**config.mk**
```make
export PLATFORM = sky130hd
export DESIGN_NAME = rect_loop_feeder
export DESIGN_NICKNAME = d
export VERILOG_FILES = /design/src/rtl/rect_loop_feeder.sv
export SDC_FILE = /design/constraint.sdc
export NUM_CORES = 1
export LEC_CHECK = 0
export BUFFER_PORTS_ARGS = -buffer_cell sky130_fd_sc_hd__buf_2
export CORE_ASPECT_RATIO = 1.75
export CORE_MARGIN = 10
export CORE_UTILIZATION = 45
export DETAILED_ROUTE_END_ITERATION = 10
export PLACE_DENSITY = 0.68
export SYNTH_ARGS = -nofsm -noshare
export SYNTH_HDL_FRONTEND = slang
export SYNTH_SLANG_ARGS = --single-unit
```
**constraint.sdc**
```tcl
create_clock -name clk -period 6.7 [get_ports clk]
set_input_delay 1.34 -clock clk [delete_from_list [all_inputs] [get_ports clk]]
set_output_delay 1.34 -clock clk [all_outputs]
set_load 0.01 [all_outputs]
```
**src/rtl/rect_loop_feeder.sv**
```systemverilog
// rect_loop_feeder: assembles ROWS x COLS bit matrices from row beats into a
// two-slot ping-pong buffer and presents complete {param, matrix} frames to
// the loop stage. One slot can fill while the other is held by the consumer.
//
// Handshakes (both ports): a transfer happens on a rising clk edge where
// valid and ready are both high. The producer keeps valid and its payload
// stable until that edge. m_valid does not depend on m_ready, and s_ready is
// decoded only from registered state, so neither ready depends combinationally
// on the other port.
module rect_loop_feeder #(
  parameter int ROWS    = 2,
  parameter int COLS    = 2,
  parameter int PARAM_W = 12,
  parameter int CNT_W   = 16
) (
  input  logic                 clk,
  input  logic                 reset,
  input  logic                 s_valid,
  output logic                 s_ready,
  input  logic                 s_first,
  input  logic [COLS-1:0]      s_row,
  input  logic [PARAM_W-1:0]   s_param,
  output logic                 m_valid,
  input  logic                 m_ready,
  output logic [PARAM_W-1:0]   m_param,
  output logic [ROWS*COLS-1:0] m_mat,
  output logic [CNT_W-1:0]     frame_cnt,
  output logic                 err,
  input  logic                 err_clr
);

  localparam int MAT_W  = ROWS * COLS;
  localparam int RIDX_W = (ROWS > 1) ? $clog2(ROWS) : 1;
  localparam logic [RIDX_W-1:0] LAST_ROW = RIDX_W'(ROWS - 1);

  logic [1:0]         slot_full_q, slot_full_d;
  logic               wr_sel_q, wr_sel_d;
  logic               rd_sel_q, rd_sel_d;
  logic [RIDX_W-1:0]  row_idx_q, row_idx_d;
  logic [CNT_W-1:0]   frame_cnt_q, frame_cnt_d;
  logic               err_q, err_d;
  logic [PARAM_W-1:0] slot_param_q [2];
  logic [PARAM_W-1:0] slot_param_d [2];
  logic [MAT_W-1:0]   slot_mat_q [2];
  logic [MAT_W-1:0]   slot_mat_d [2];

  logic               accept;
  logic               drain;
  logic               err_set;
  logic [RIDX_W-1:0]  store_idx;

  // Ready/valid and output payload are pure decodes of the registered slots.
  assign s_ready   = ~slot_full_q[wr_sel_q];
  assign m_valid   = slot_full_q[rd_sel_q];
  assign m_param   = slot_param_q[rd_sel_q];
  assign m_mat     = slot_mat_q[rd_sel_q];
  assign frame_cnt = frame_cnt_q;
  assign err       = err_q;

  assign accept = s_valid & s_ready;
  assign drain  = m_valid & m_ready;

  // Next-state: fill side writes slot wr_sel, drain side frees slot rd_sel.
  // A fill only targets an empty slot and a drain only a full one, so the two
  // never touch the same slot in one cycle.
  always_comb begin
    slot_full_d  = slot_full_q;
    wr_sel_d     = wr_sel_q;
    rd_sel_d     = rd_sel_q;
    row_idx_d    = row_idx_q;
    frame_cnt_d  = frame_cnt_q;
    slot_param_d = slot_param_q;
    slot_mat_d   = slot_mat_q;
    err_set      = 1'b0;
    store_idx    = row_idx_q;

    if (drain) begin
      slot_full_d[rd_sel_q] = 1'b0;
      rd_sel_d              = ~rd_sel_q;
    end

    if (accept) begin
      if ((row_idx_q == '0) && !s_first) begin
        // Stray continuation beat with no frame open: drop it.
        err_set = 1'b1;
      end else begin
        if (s_first) begin
          // A first beat mid-frame abandons the partial frame; later rows
          // overwrite whatever the abandoned frame left in the slot.
          err_set                = (row_idx_q != '0);
          store_idx              = '0;
          slot_param_d[wr_sel_q] = s_param;
        end
        slot_mat_d[wr_sel_q][int'(store_idx)*COLS +: COLS] = s_row;
        if (store_idx == LAST_ROW) begin
          slot_full_d[wr_sel_q] = 1'b1;
          wr_sel_d              = ~wr_sel_q;
          row_idx_d             = '0;
          frame_cnt_d           = frame_cnt_q + CNT_W'(1);
        end else begin
          row_idx_d = store_idx + RIDX_W'(1);
        end
      end
    end

    // Setting the sticky flag wins over a same-cycle clear.
    if (err_set) begin
      err_d = 1'b1;
    end else if (err_clr) begin
      err_d = 1'b0;
    end else begin
      err_d = err_q;
    end
  end

  // State register with synchronous active-low reset; reset discards all frames.
  always_ff @(posedge clk) begin
    if (!reset) begin
      slot_full_q <= '0;
      wr_sel_q    <= 1'b0;
      rd_sel_q    <= 1'b0;
      row_idx_q   <= '0;
      frame_cnt_q <= '0;
      err_q       <= 1'b0;
      for (int i = 0; i < 2; i++) begin
        slot_param_q[i] <= '0;
        slot_mat_q[i]   <= '0;
      end
    end else begin
      slot_full_q  <= slot_full_d;
      wr_sel_q     <= wr_sel_d;
      rd_sel_q     <= rd_sel_d;
      row_idx_q    <= row_idx_d;
      frame_cnt_q  <= frame_cnt_d;
      err_q        <= err_d;
      slot_param_q <= slot_param_d;
      slot_mat_q   <= slot_mat_d;
    end
  end

endmodule

```
==> key figures <==
Status
  • Outcome: finished, final reports clean

Pwr
  • NetSw: 0.136 mW
  • Net Sw Frac: 0.243
  • Combinational power share: 0.082
  • Leakage: 1.20 nW
  • Clk pwr share: 0.327
  • Internal power: 0.425 mW
  • Sequential Power Share: 0.591
  • Peak supply drop: 157 µV
  • Pwr dens: 202 mW/mm²

Timing
  • Final hold vios: 0
  • Slew @ Worst Pin: 0.921 ns
  • Upper clock frequency limit: 316 MHz
  • Max Clock Skew: 0.0115 ns
  • Setup TNS: 0 ns
  • Final Max Tran Viols: 0
  • Unrepaired setup endpoints after global routing: no
  • Max-slew headroom: 0.385
  • Tcrit/Tclk final: 0.472
  • Finish-stage setup viols: 0
  • Min Tclk post-route: 3.16 ns

Route
  • Total vias in the final route: 1921
  • Total Wirelength: 5110 µm
  • Routed len/inst: 14.4 µm
  • Via density: 5.41
  • Initial DRC Count: 87
  • DRC: 0
  • Routed Antenna Nets: 0
  • Drt first pass iters: 4

Worst setup path
  • CP Max Fanout: 21
  • Critical Path Sink Type: output pin
  • CP max stage delay: 0.94 ns
  • CP Launch Type: flip-flop
  • Crit path DAT: 1.82 ns
  • WP data required: 5.36 ns
  • Critical-path top delay cell: dfxtp_1
  • Crit Path Class: flip-flop to output pin
  • Crit-path cells: mux2_2 > buf_2

GRT
  • Vias in the first global route: 1920
  • Total Routing Usage GR: 0.118
  • GRT Residual Overflow: 0
  • First-pass GRT wire length: 8340 µm
  • Largest net degree at the start of global routing: 35
  • Initial antenna violation count: 0

Place
  • Port bufs: 54
  • GPL Wtd Cong: 0.797
  • Placed Area: 0.00269 mm²
  • Detailed Place HPWL: 3880 µm

Hold path
  • Worst min path class: flip-flop to flip-flop

Yosys
  • YS warnings: 0
  • Post-synthesis cell type with the largest combined area: dfxtp_1
  • Synth Cell Area: 0.00240 mm²
  • Mapped Cells: 250
  • Syn nets: 273
  • Sequential area share after synthesis: 0.450
  • Synth area leaders: dfxtp_1 (45%), mux2i_1 (14%), mux2_2 (8.0%)
  • Synthesized area per cell: 9.60 µm²
  • FF+latch count, synth: 54
  • Synth top area share: 0.450
  • Distinct cell type count of the synthesized netlist: 34

Finish
  • Area Overhead vs Synth: 15.9%
  • Finished Cell Area: 0.00278 mm²
  • Layout cells sized above 1: 0.287
  • Most frequent cells in the layout: dfxtp_1 (54), buf_2 (54), nor2_1 (40)
  • Diode count: 0
  • NumNets Final: 322

CTS
  • CTS Buf Count: 5
  • CTS tree: done
  • # resized after CTS: 0
  • Cts hold-fix bufs: 0
  • Root Driver: clkbuf_8
  • Max Buffers Root-to-Sink: 2
  • Clock Pin Slew Worst Setup and Hold Paths: 0.10 ns
  • Clock sink count: 54
  • Clock H-tree levels: 2
  • Post CTS Setup Buffer Count: 0
  • Clk Latency, worst-skew pair: 0.31 ns

Floorplanning
  • Core area: 0.00521 mm²
  • Die Area: 0.00877 mm²
  • Cell Rows: 35
  • I/O pin cnt: 55
  • Initial Util: 0.461
  • Die X: 75.2 µm
  • Die Height: 117 µm

Run
  • Max-cap viol count: 0
[area by class of cell]
| cell class | instances | area [µm²] |
|---|---|---|
| Tap cell | 55 | 68.8 |
| Clock buffer | 6 | 72.6 |
| Sequential cell | 54 | 1080 |
| Fill cell | 494 | 2430 |
| Multi-Input combinational cell | 175 | 1230 |
| Clock inverter | 2 | 17.5 |
| Timing Repair Buffer | 56 | 285 |
| Inverter | 7 | 26.3 |
[power by group through the flow]
stage	registers [mW]	clock network, mW	logic, mW
global route	0.332	0.204	0.0517
floorplan	0.337	0	0.0308
CTS	0.332	0.192	0.0472
finish	0.331	0.184	0.0461
detailed placement	0.339	0	0.0470
global placement	0.339	0	0.0467
[stage by stage]
stage	util	power (mW)	setup slack (ns)	std cells	hold WS (ns)
floorplan	-	0.368	3.57	250	0.431
global placement	0.516	0.385	3.45	347	0.442
detailed placement	0.516	0.386	3.38	347	0.451
CTS	0.534	0.571	3.51	355	0.464
global route	0.534	0.588	3.44	355	0.495
finish	0.534	0.561	3.54	355	0.463
[layer usage]
metal,global-route usage,vias to the layer above,wire [µm]
met4,0.0498,0,95
met3,0.0400,9,385
met1,0.112,905,1940
met2,0.221,47,2680
li1,-,960,-
met5,0,-,0
[flip-flops by register name, summed over array words and instances, names as in the netlist]
signal,cells
frame_cnt,16
rd_sel_q,1
slot_full_q,2
row_idx_q,1
slot_mat_q,8
err,1
wr_sel_q,1
slot_param_q,24
[synthesized netlist by cell type (all sizes together)]
master  number
dfxtp       54
nor2        40
mux2i       34
mux2        18
nand2       17
clkbuf      11
a21oi       10
inv          7
xnor2        7
nand3        5
or4          5
nor3         4
nor4         4
o31ai        4
buf          3
ha           3
nand2b       3
nand3b       3
nor3b        3
o21ai        3
or3          2
a211oi       1
a311oi       1
a32oi        1
and3         1
and4         1
nand4        1
nand4b       1
or2          1
or4b         1
xor2         1
[cells by family (layout without fill, tap and decap cells)]
| kind of cell | Yosys count | in the layout | share of synthesized area |
|---|---|---|---|
| muxes | 52 | 52 | 0.228 |
| and+or+nand+nor | 92 | 92 | 0.188 |
| buffers and inverters | 21 | 71 | 0.0391 |
| adders and majority gates | 3 | 3 | 0.0156 |
| DFF | 54 | 54 | 0.450 |
| AOI/OAI and AO/OA | 20 | 20 | 0.0501 |
| xor gates and xnor gates | 8 | 8 | 0.0292 |
[worst max-delay path: cells and delay by family (launching register included)]
family	cells	cell delay, ns
buffers and inverters	1	0.14
multiplexers	1	0.42
flip-flops	1	0.94
[final timing paths]
check | slack, ns | startpoint | to | cells past startpoint
setup / recovery | 3.54 | rd_sel_q | m_mat[1] | 2
hold / removal | 0.46 | slot_mat_q[1] | slot_mat_q[1] | 2
setup reg to reg | 4.49 | row_idx_q | frame_cnt[15] | 6
hold reg to reg | 0.46 | slot_mat_q[1] | slot_mat_q[1] | 2
(Power assumes the default switching activity.)
